===== config.mk =====
export PLATFORM = sky130hd
export DESIGN_NAME = cid_to_gcid_3d_pipe
export DESIGN_NICKNAME = d
export VERILOG_FILES = /design/src/rtl/cid_to_gcid_3d_pipe.sv
export SDC_FILE = /design/constraint.sdc
export NUM_CORES = 1
export LEC_CHECK = 0
export ABC_AREA = 1
export CORE_MARGIN = 2
export CORE_UTILIZATION = 32
export DETAILED_ROUTE_END_ITERATION = 10
export HOLD_SLACK_MARGIN = 0.02
export PLACE_DENSITY = 0.85
export SLEW_MARGIN = 20
export SYNTH_ARGS = -nofsm -noshare
export SYNTH_HDL_FRONTEND = slang
export SYNTH_SLANG_ARGS = --single-unit

===== constraint.sdc =====
create_clock -name clk -period 1.1 [get_ports clk]
set_input_delay 0.22 -clock clk [delete_from_list [all_inputs] [get_ports clk]]
set_output_delay 0.22 -clock clk [all_outputs]
set_load 0.02 [all_outputs]

===== src/rtl/cid_to_gcid_3d_pipe.sv =====
// cid_to_gcid_3d_pipe
//   Pipelined 3-D cell-ID translator. Each request carries one local
//   neighbour code per axis (01=minus, 10=self, 11=plus, 00=invalid) and
//   a fold index. The fold index selects this node's home cell. The block
//   returns the global cell ID per axis with periodic wrap, wrap-direction
//   flags and an error flag. There are two register stages, so latency is
//   2 cycles, and the pipe accepts one request per cycle.
//
//   Optional feature: define GCID_STATS_EN to build the saturating 32-bit
//   statistics counters. Without it the o_cnt_* outputs are tied to 0.
//
// Ports
//   clk, rst              clock, asynchronous active-high reset
//   i_valid / o_ready     request handshake (o_ready is combinational)
//   i_cid                 {z,y,x} local codes, CID_W bits each
//   i_fold_id             fold index selecting the home cell
//   o_valid / i_ready     result handshake
//   o_gcid                {z,y,x} global cell IDs, GCID_W bits each
//   o_wrap_lo/o_wrap_hi   per-axis wrap flags {z,y,x}
//   o_err                 invalid axis code or out-of-range fold
//   o_cnt_conv/wrap/err   result statistics
module cid_to_gcid_3d_pipe #(
  parameter int CID_W     = 2,
  parameter int GCID_W    = 3,
  parameter int NUM_FOLDS = 1,
  parameter int FOLD_W    = 1,
  parameter int DIM_X     = 3,
  parameter int DIM_Y     = 3,
  parameter int DIM_Z     = 3,
  parameter logic [NUM_FOLDS-1:0][GCID_W-1:0] GCELL_X = '0,
  parameter logic [NUM_FOLDS-1:0][GCID_W-1:0] GCELL_Y = '0,
  parameter logic [NUM_FOLDS-1:0][GCID_W-1:0] GCELL_Z = '0
) (
  input  logic                  clk,
  input  logic                  rst,
  input  logic                  i_valid,
  output logic                  o_ready,
  input  logic [3*CID_W-1:0]    i_cid,
  input  logic [FOLD_W-1:0]     i_fold_id,
  output logic                  o_valid,
  input  logic                  i_ready,
  output logic [3*GCID_W-1:0]   o_gcid,
  output logic [2:0]            o_wrap_lo,
  output logic [2:0]            o_wrap_hi,
  output logic                  o_err,
  output logic [31:0]           o_cnt_conv,
  output logic [31:0]           o_cnt_wrap,
  output logic [31:0]           o_cnt_err
);

  localparam logic [GCID_W:0] DX_M1 = (GCID_W+1)'(DIM_X - 1);
  localparam logic [GCID_W:0] DY_M1 = (GCID_W+1)'(DIM_Y - 1);
  localparam logic [GCID_W:0] DZ_M1 = (GCID_W+1)'(DIM_Z - 1);

  // Returns {wrap_lo, wrap_hi, err, gcid}. The extra headroom bit keeps
  // home+1 from overflowing before the compare against DIM-1.
  function automatic logic [GCID_W+2:0] map_axis(
    input logic [CID_W-1:0]  code,
    input logic [GCID_W-1:0] home,
    input logic [GCID_W:0]   dim_m1
  );
    logic [GCID_W:0] h;
    logic [GCID_W:0] r;
    logic            lo;
    logic            hi;
    logic            e;
    h  = {1'b0, home};
    r  = '0;
    lo = 1'b0;
    hi = 1'b0;
    e  = 1'b0;
    case (code)
      CID_W'(1): begin
        if (h == '0) begin
          r  = dim_m1;
          lo = 1'b1;
        end else begin
          r  = h - (GCID_W+1)'(1);
        end
      end
      CID_W'(2): r = h;
      CID_W'(3): begin
        if (h == dim_m1) begin
          r  = '0;
          hi = 1'b1;
        end else begin
          r  = h + (GCID_W+1)'(1);
        end
      end
      default: e = 1'b1;
    endcase
    return {lo, hi, e, r[GCID_W-1:0]};
  endfunction

  function automatic logic [31:0] sat_inc(input logic [31:0] v);
    return (v == 32'hFFFF_FFFF) ? v : v + 32'd1;
  endfunction

  logic adv;
  assign adv     = !o_valid || i_ready;
  assign o_ready = adv;

  // Home-cell lookup; an out-of-range fold leaves home at 0 and flags err.
  logic [GCID_W-1:0] home_x;
  logic [GCID_W-1:0] home_y;
  logic [GCID_W-1:0] home_z;
  logic              ferr;
  always_comb begin
    home_x = '0;
    home_y = '0;
    home_z = '0;
    ferr   = int'(i_fold_id) >= NUM_FOLDS;
    for (int f = 0; f < NUM_FOLDS; f++) begin
      if (int'(i_fold_id) == f) begin
        home_x = GCELL_X[f];
        home_y = GCELL_Y[f];
        home_z = GCELL_Z[f];
      end
    end
  end

  // ---- stage 1: code, home cell, fold error ----
  logic                 vld_p1;
  logic [3*CID_W-1:0]   cid_p1;
  logic [GCID_W-1:0]    home_x_p1;
  logic [GCID_W-1:0]    home_y_p1;
  logic [GCID_W-1:0]    home_z_p1;
  logic                 ferr_p1;

  always_ff @(posedge clk or posedge rst) begin
    if (rst)      vld_p1 <= 1'b0;
    else if (adv) vld_p1 <= i_valid;
  end

  always_ff @(posedge clk) begin
    if (adv) begin
      cid_p1    <= i_cid;
      home_x_p1 <= home_x;
      home_y_p1 <= home_y;
      home_z_p1 <= home_z;
      ferr_p1   <= ferr;
    end
  end

  logic [GCID_W+2:0] mx;
  logic [GCID_W+2:0] my;
  logic [GCID_W+2:0] mz;
  assign mx = map_axis(cid_p1[CID_W-1:0],         home_x_p1, DX_M1);
  assign my = map_axis(cid_p1[2*CID_W-1:CID_W],   home_y_p1, DY_M1);
  assign mz = map_axis(cid_p1[3*CID_W-1:2*CID_W], home_z_p1, DZ_M1);

  // ---- stage 2: mapped result, drives outputs ----
  always_ff @(posedge clk or posedge rst) begin
    if (rst) begin
      o_valid   <= 1'b0;
      o_gcid    <= '0;
      o_wrap_lo <= '0;
      o_wrap_hi <= '0;
      o_err     <= 1'b0;
    end else if (adv) begin
      o_valid   <= vld_p1;
      o_gcid    <= {mz[GCID_W-1:0], my[GCID_W-1:0], mx[GCID_W-1:0]};
      o_wrap_lo <= {mz[GCID_W+2], my[GCID_W+2], mx[GCID_W+2]};
      o_wrap_hi <= {mz[GCID_W+1], my[GCID_W+1], mx[GCID_W+1]};
      o_err     <= ferr_p1 | mx[GCID_W] | my[GCID_W] | mz[GCID_W];
    end
  end

`ifdef GCID_STATS_EN
  logic fire;
  assign fire = o_valid && i_ready;

  always_ff @(posedge clk or posedge rst) begin
    if (rst) begin
      o_cnt_conv <= '0;
      o_cnt_wrap <= '0;
      o_cnt_err  <= '0;
    end else if (fire) begin
      o_cnt_conv <= sat_inc(o_cnt_conv);
      if ((|o_wrap_lo) || (|o_wrap_hi)) o_cnt_wrap <= sat_inc(o_cnt_wrap);
      if (o_err)                        o_cnt_err  <= sat_inc(o_cnt_err);
    end
  end
`else
  assign o_cnt_conv = '0;
  assign o_cnt_wrap = '0;
  assign o_cnt_err  = '0;
`endif

endmodule

; ---- Word level (Yosys, flattened, before mapping)
; Cells that the tools add are included.
[totals]
wordCells = 34
reg_bits = 22
output_inout_bits = 114
input_bits = 11
[op_classes]
n_mux = 9
bitwise_logic = 3
reduce_logical = 5
eq_ne = 9
order_cmp = 1
[op_table]
columns = cell, count
row1 = "== test 2 bit, second input constant", 6
row2 = case mux 2 bit (2 select lines), 3
row3 = OR reduction 3 bit, 3
row4 = "== test 2 x 1 -> 1 bit, second input constant", 3
row5 = two-way mux 1 bit, 6
row6 = OR 1 bit, 3
row7 = "greater-or-equal comparator 1 bit, second input constant", 1
row8 = zero test 1 bit, 1
row9 = logical OR 1 bit, 1

; ---- Depth between registers and ports, before layout
[depth]
depth_word = 6
ltp_mapped = 5
mapped_depth_nobuf = 5

; ---- Least setup slack after synthesis
; No wires, ideal clock.
[synth_timing]
path_kind = flip-flop to flip-flop
startpoint = reg o_valid
endpoint = reg cid_p1[0] (enable)
t_arrival_ps = 781
synth_period_minus_slack_ps = 1114
setup_slack_ps = -14
required_time_ps = 767
stages_incl_launch_ff = 4
setup_time_ps = 333
path_cell_list = dfrtp_1 > inv_2 > nor2_4 > inv_2
[synth_via]
elab_chain_len = 2
[synth_rtl]
columns = element, line
row1 = "start, declared", 40  ; output logic o_valid,
row2 = "start signal, assigned", 161  ; o_valid <= vld_p1;
row3 = zero test 1 bit, 100  ; assign adv = !o_valid || i_ready;
row4 = logical OR 1 bit, 100
row5 = net o_ready, 37  ; output logic o_ready,
row6 = "end signal, assigned", 137  ; cid_p1 <= i_cid;
row7 = "end, declared", 124  ; logic [3*CID_W-1:0] cid_p1;
; The timed path passes the listed nets, and every way through them passes these cells.
; A chain may end at the register's enable or synchronous reset.

; ---- Worst setup path in the final report
[layout_timing]
startpoint = reg o_valid
endpoint = out o_ready
[layout_via]
elab_chain_len = 2
[layout_rtl]
columns = element, line
row1 = zero test 1 bit, 100
row2 = logical OR 1 bit, 100
row3 = "end, declared", 37
; Every way passes these cells.

==> flow_summary.json <==
{
  "status": "complete, but fails checks",
  "violations": "setup timing",
  "hold_class": "input pin to async pin",
  "worst-endpoint-arrival_ns": 0.91,
  "num_rows": 24,
  "ys_ff_latch": 16,
  "skew_ns": 0.0007642,
  "worstSkewPairLatency_ns": 0.24,
  "cp_slowest_cell": "dfrtp_1",
  "path_cells": "inv_2, nor2_4, inv_4, buf_6",
  "antenna_found_initial": 0,
  "cts_buffer_depth": 2,
  "p_per_area_nw_per_um2": 1451,
  "stdcell_area_sq_um": 1301,
  "grt-busiest-layer": "met2",
  "die_h_um": 70.27,
  "worst-path-buf-inv": 3,
  "ys_types": 13,
  "cts_hold_buf": 0,
  "antenna_left": 0,
  "worst_setup_path_end_kind": "output pin",
  "core-area_sq_um": 4294,
  "dp_worst_setup_slack_ns": -0.5465,
  "cp_slowest_stage_delay_ns": 0.35,
  "drive_gt1_share_pct": 13.74,
  "h-tree-depth": 1,
  "use_met3_pct": 1.299,
  "crit_type": "flop to output pin",
  "numCtsBuffers": 3,
  "max_freq_ghz": 0.8842,
  "gp_congestion": 0.6148,
  "dpl.hpwl_um": 1329,
  "grt-ovfl-total": 0,
  "maxCapViolCount": 0,
  "tritoncts": "done",
  "syn_to_final_growth_pct": -7.391,
  "grt_pass1_wl_um": 2028,
  "timing.setup.tns_ns": -0.03222,
  "drc_errors": 0,
  "io_pins": 125,
  "portBuffers": 22,
  "seq_area_frac_synth_pct": 30.99,
  "ys_warn_count": 0,
  "synth_area_sq_um": 1405,
  "path_clk_slew_ns": 0.06,
  "wl_um": 1557,
  "n_antenna_cell": 0,
  "die_area_sq_um": 4937,
  "met2_usage_pct": 9.329,
  "irDropWorstVdd_mv": 0.8627,
  "hold_viol": 0,
  "setup_viol": 2,
  "cts_root_buffer": "clkbuf_8",
  "worst_slack_ns": -0.03097,
  "fin_util_pct": 30.30,
  "critPathMaxFanout": 2,
  "drt_iter0_drc": 8,
  "cts.sinks": 16,
  "track_usage_pct": 5.158,
  "grt_setup_unrepaired": "true",
  "dpl_cell_area_sq_um": 1295,
  "firstDrtPassIters": 4,
  "grt_pass1_vias": 471,
  "die_w_um": 70.27,
  "fin_crit_sh_pct": 102.8,
  "drv_slew": 0,
  "grt_start_max_net_pins": 15,
  "vias": 708,
  "cp.required_ns": 0.88,
  "viasPerCell": 3.026,
  "nets": 194,
  "crit_family": "flip-flops",
  "period_needed_ns": 1.131,
  "drt-wirelength-per-cell_um": 6.654,
  "leakage_nw": 0.7492,
  "syn_inst": 158,
  "startpoint_type": "flop",
  "avgSynthCellArea_sq_um": 8.893,
  "whs_ns": 0.2278,
  "start_util_pct": 32.72,
  "met1_usage_pct": 5.225
}
## power by group
group          internal, W  total (W)  switching (W)
combinational     0.000137   0.000635       0.000499
sequential        0.000703   0.000748      0.0000449
clock             0.000317   0.000504       0.000187
## synth_stat cells
master | instances | area share [%]
dfrtp_1 | 9 | 16
buf_4 | 105 | 56
edfxtp_1 | 7 | 15
inv_2 | 2 | 0.53
o21ai_2 | 3 | 1.9
nor2_4 | 1 | 0.80
o21ai_1 | 1 | 0.36
conb_1 | 1 | 0.27
nand3b_1 | 3 | 1.6
nor2_1 | 5 | 1.3
buf_6 | 1 | 0.80
nand2_1 | 18 | 4.8
inv_1 | 2 | 0.53
## final timing paths
path                             end  cells past startpoint    start  slack [ns]
max                          o_ready                      4  o_valid       -0.03
min reg2reg                  o_valid                      2   vld_p1        0.45
min in group clk             o_valid                      2   vld_p1        0.45
max in group asynchronous     vld_p1                      2      rst        0.63
min                            o_err                      2      rst        0.23
max reg2reg                cid_p1[3]                      4  o_valid        0.07
## registers in the layout, summed over array words and instances, names as in the netlist
name       cells
vld_p1         1
o_err          1
o_valid        1
o_gcid         4
o_wrap_lo      2
ferr_p1        1
cid_p1         6
## cells by family (layout without fill, tap and decap cells)
group	Yosys count	after routing	share of synthesized area [%]
AO/OA/AOI/OAI	4	4	2.226
flip-flops	16	16	30.99
other	1	102	0.2669
buffers and inverters	110	33	57.97
AND/OR/NAND/NOR	27	27	8.548
## what timing repair did
item,CTS,global route
setup buffers,1,0
resized for setup,54,0
setup endpoints to repair,12,14
pin swaps,1,1
## area by class of cell
| cell class | instances | area (sq um) |
|---|---|---|
| Fill cell | 447 | 2993 |
| Multi-Input combinational cell | 133 | 534.3 |
| Sequential cell | 16 | 435.4 |
| Timing Repair Buffer | 25 | 193.9 |
| Tap cell | 52 | 65.06 |
| Clock buffer | 4 | 55.05 |
| Inverter | 4 | 17.52 |
## layer usage
| layer | up-vias | wire length (um) |
|---|---|---|
| met2 | 69 | 852 |
| met4 | 0 | 0 |
| li1 | 323 | - |
| met3 | 0 | 224 |
| met5 | - | 0 |
| met1 | 316 | 480 |
## cells in the final DEF, fill, tap and decap left out, drive strengths merged
| cell type | count |
|---|---|
| conb | 102 |
| nand2 | 18 |
| buf | 15 |
| clkdlybuf4s50 | 9 |
| dfrtp | 9 |
| edfxtp | 7 |
| nor2 | 6 |
| clkbuf | 4 |
| o21ai | 4 |
| inv | 4 |
| nand3b | 3 |
| dlygate4sd2 | 1 |
## stage by stage
stage | instances | power (W)
floorplan | 259 | 0.001538
global route | 234 | 0.001990
global placement | 230 | 0.001426
detailed placement | 230 | 0.001437
finish | 234 | 0.001888
CTS | 235 | 0.001906
Note: power is estimated with default switching activity, not from simulation.
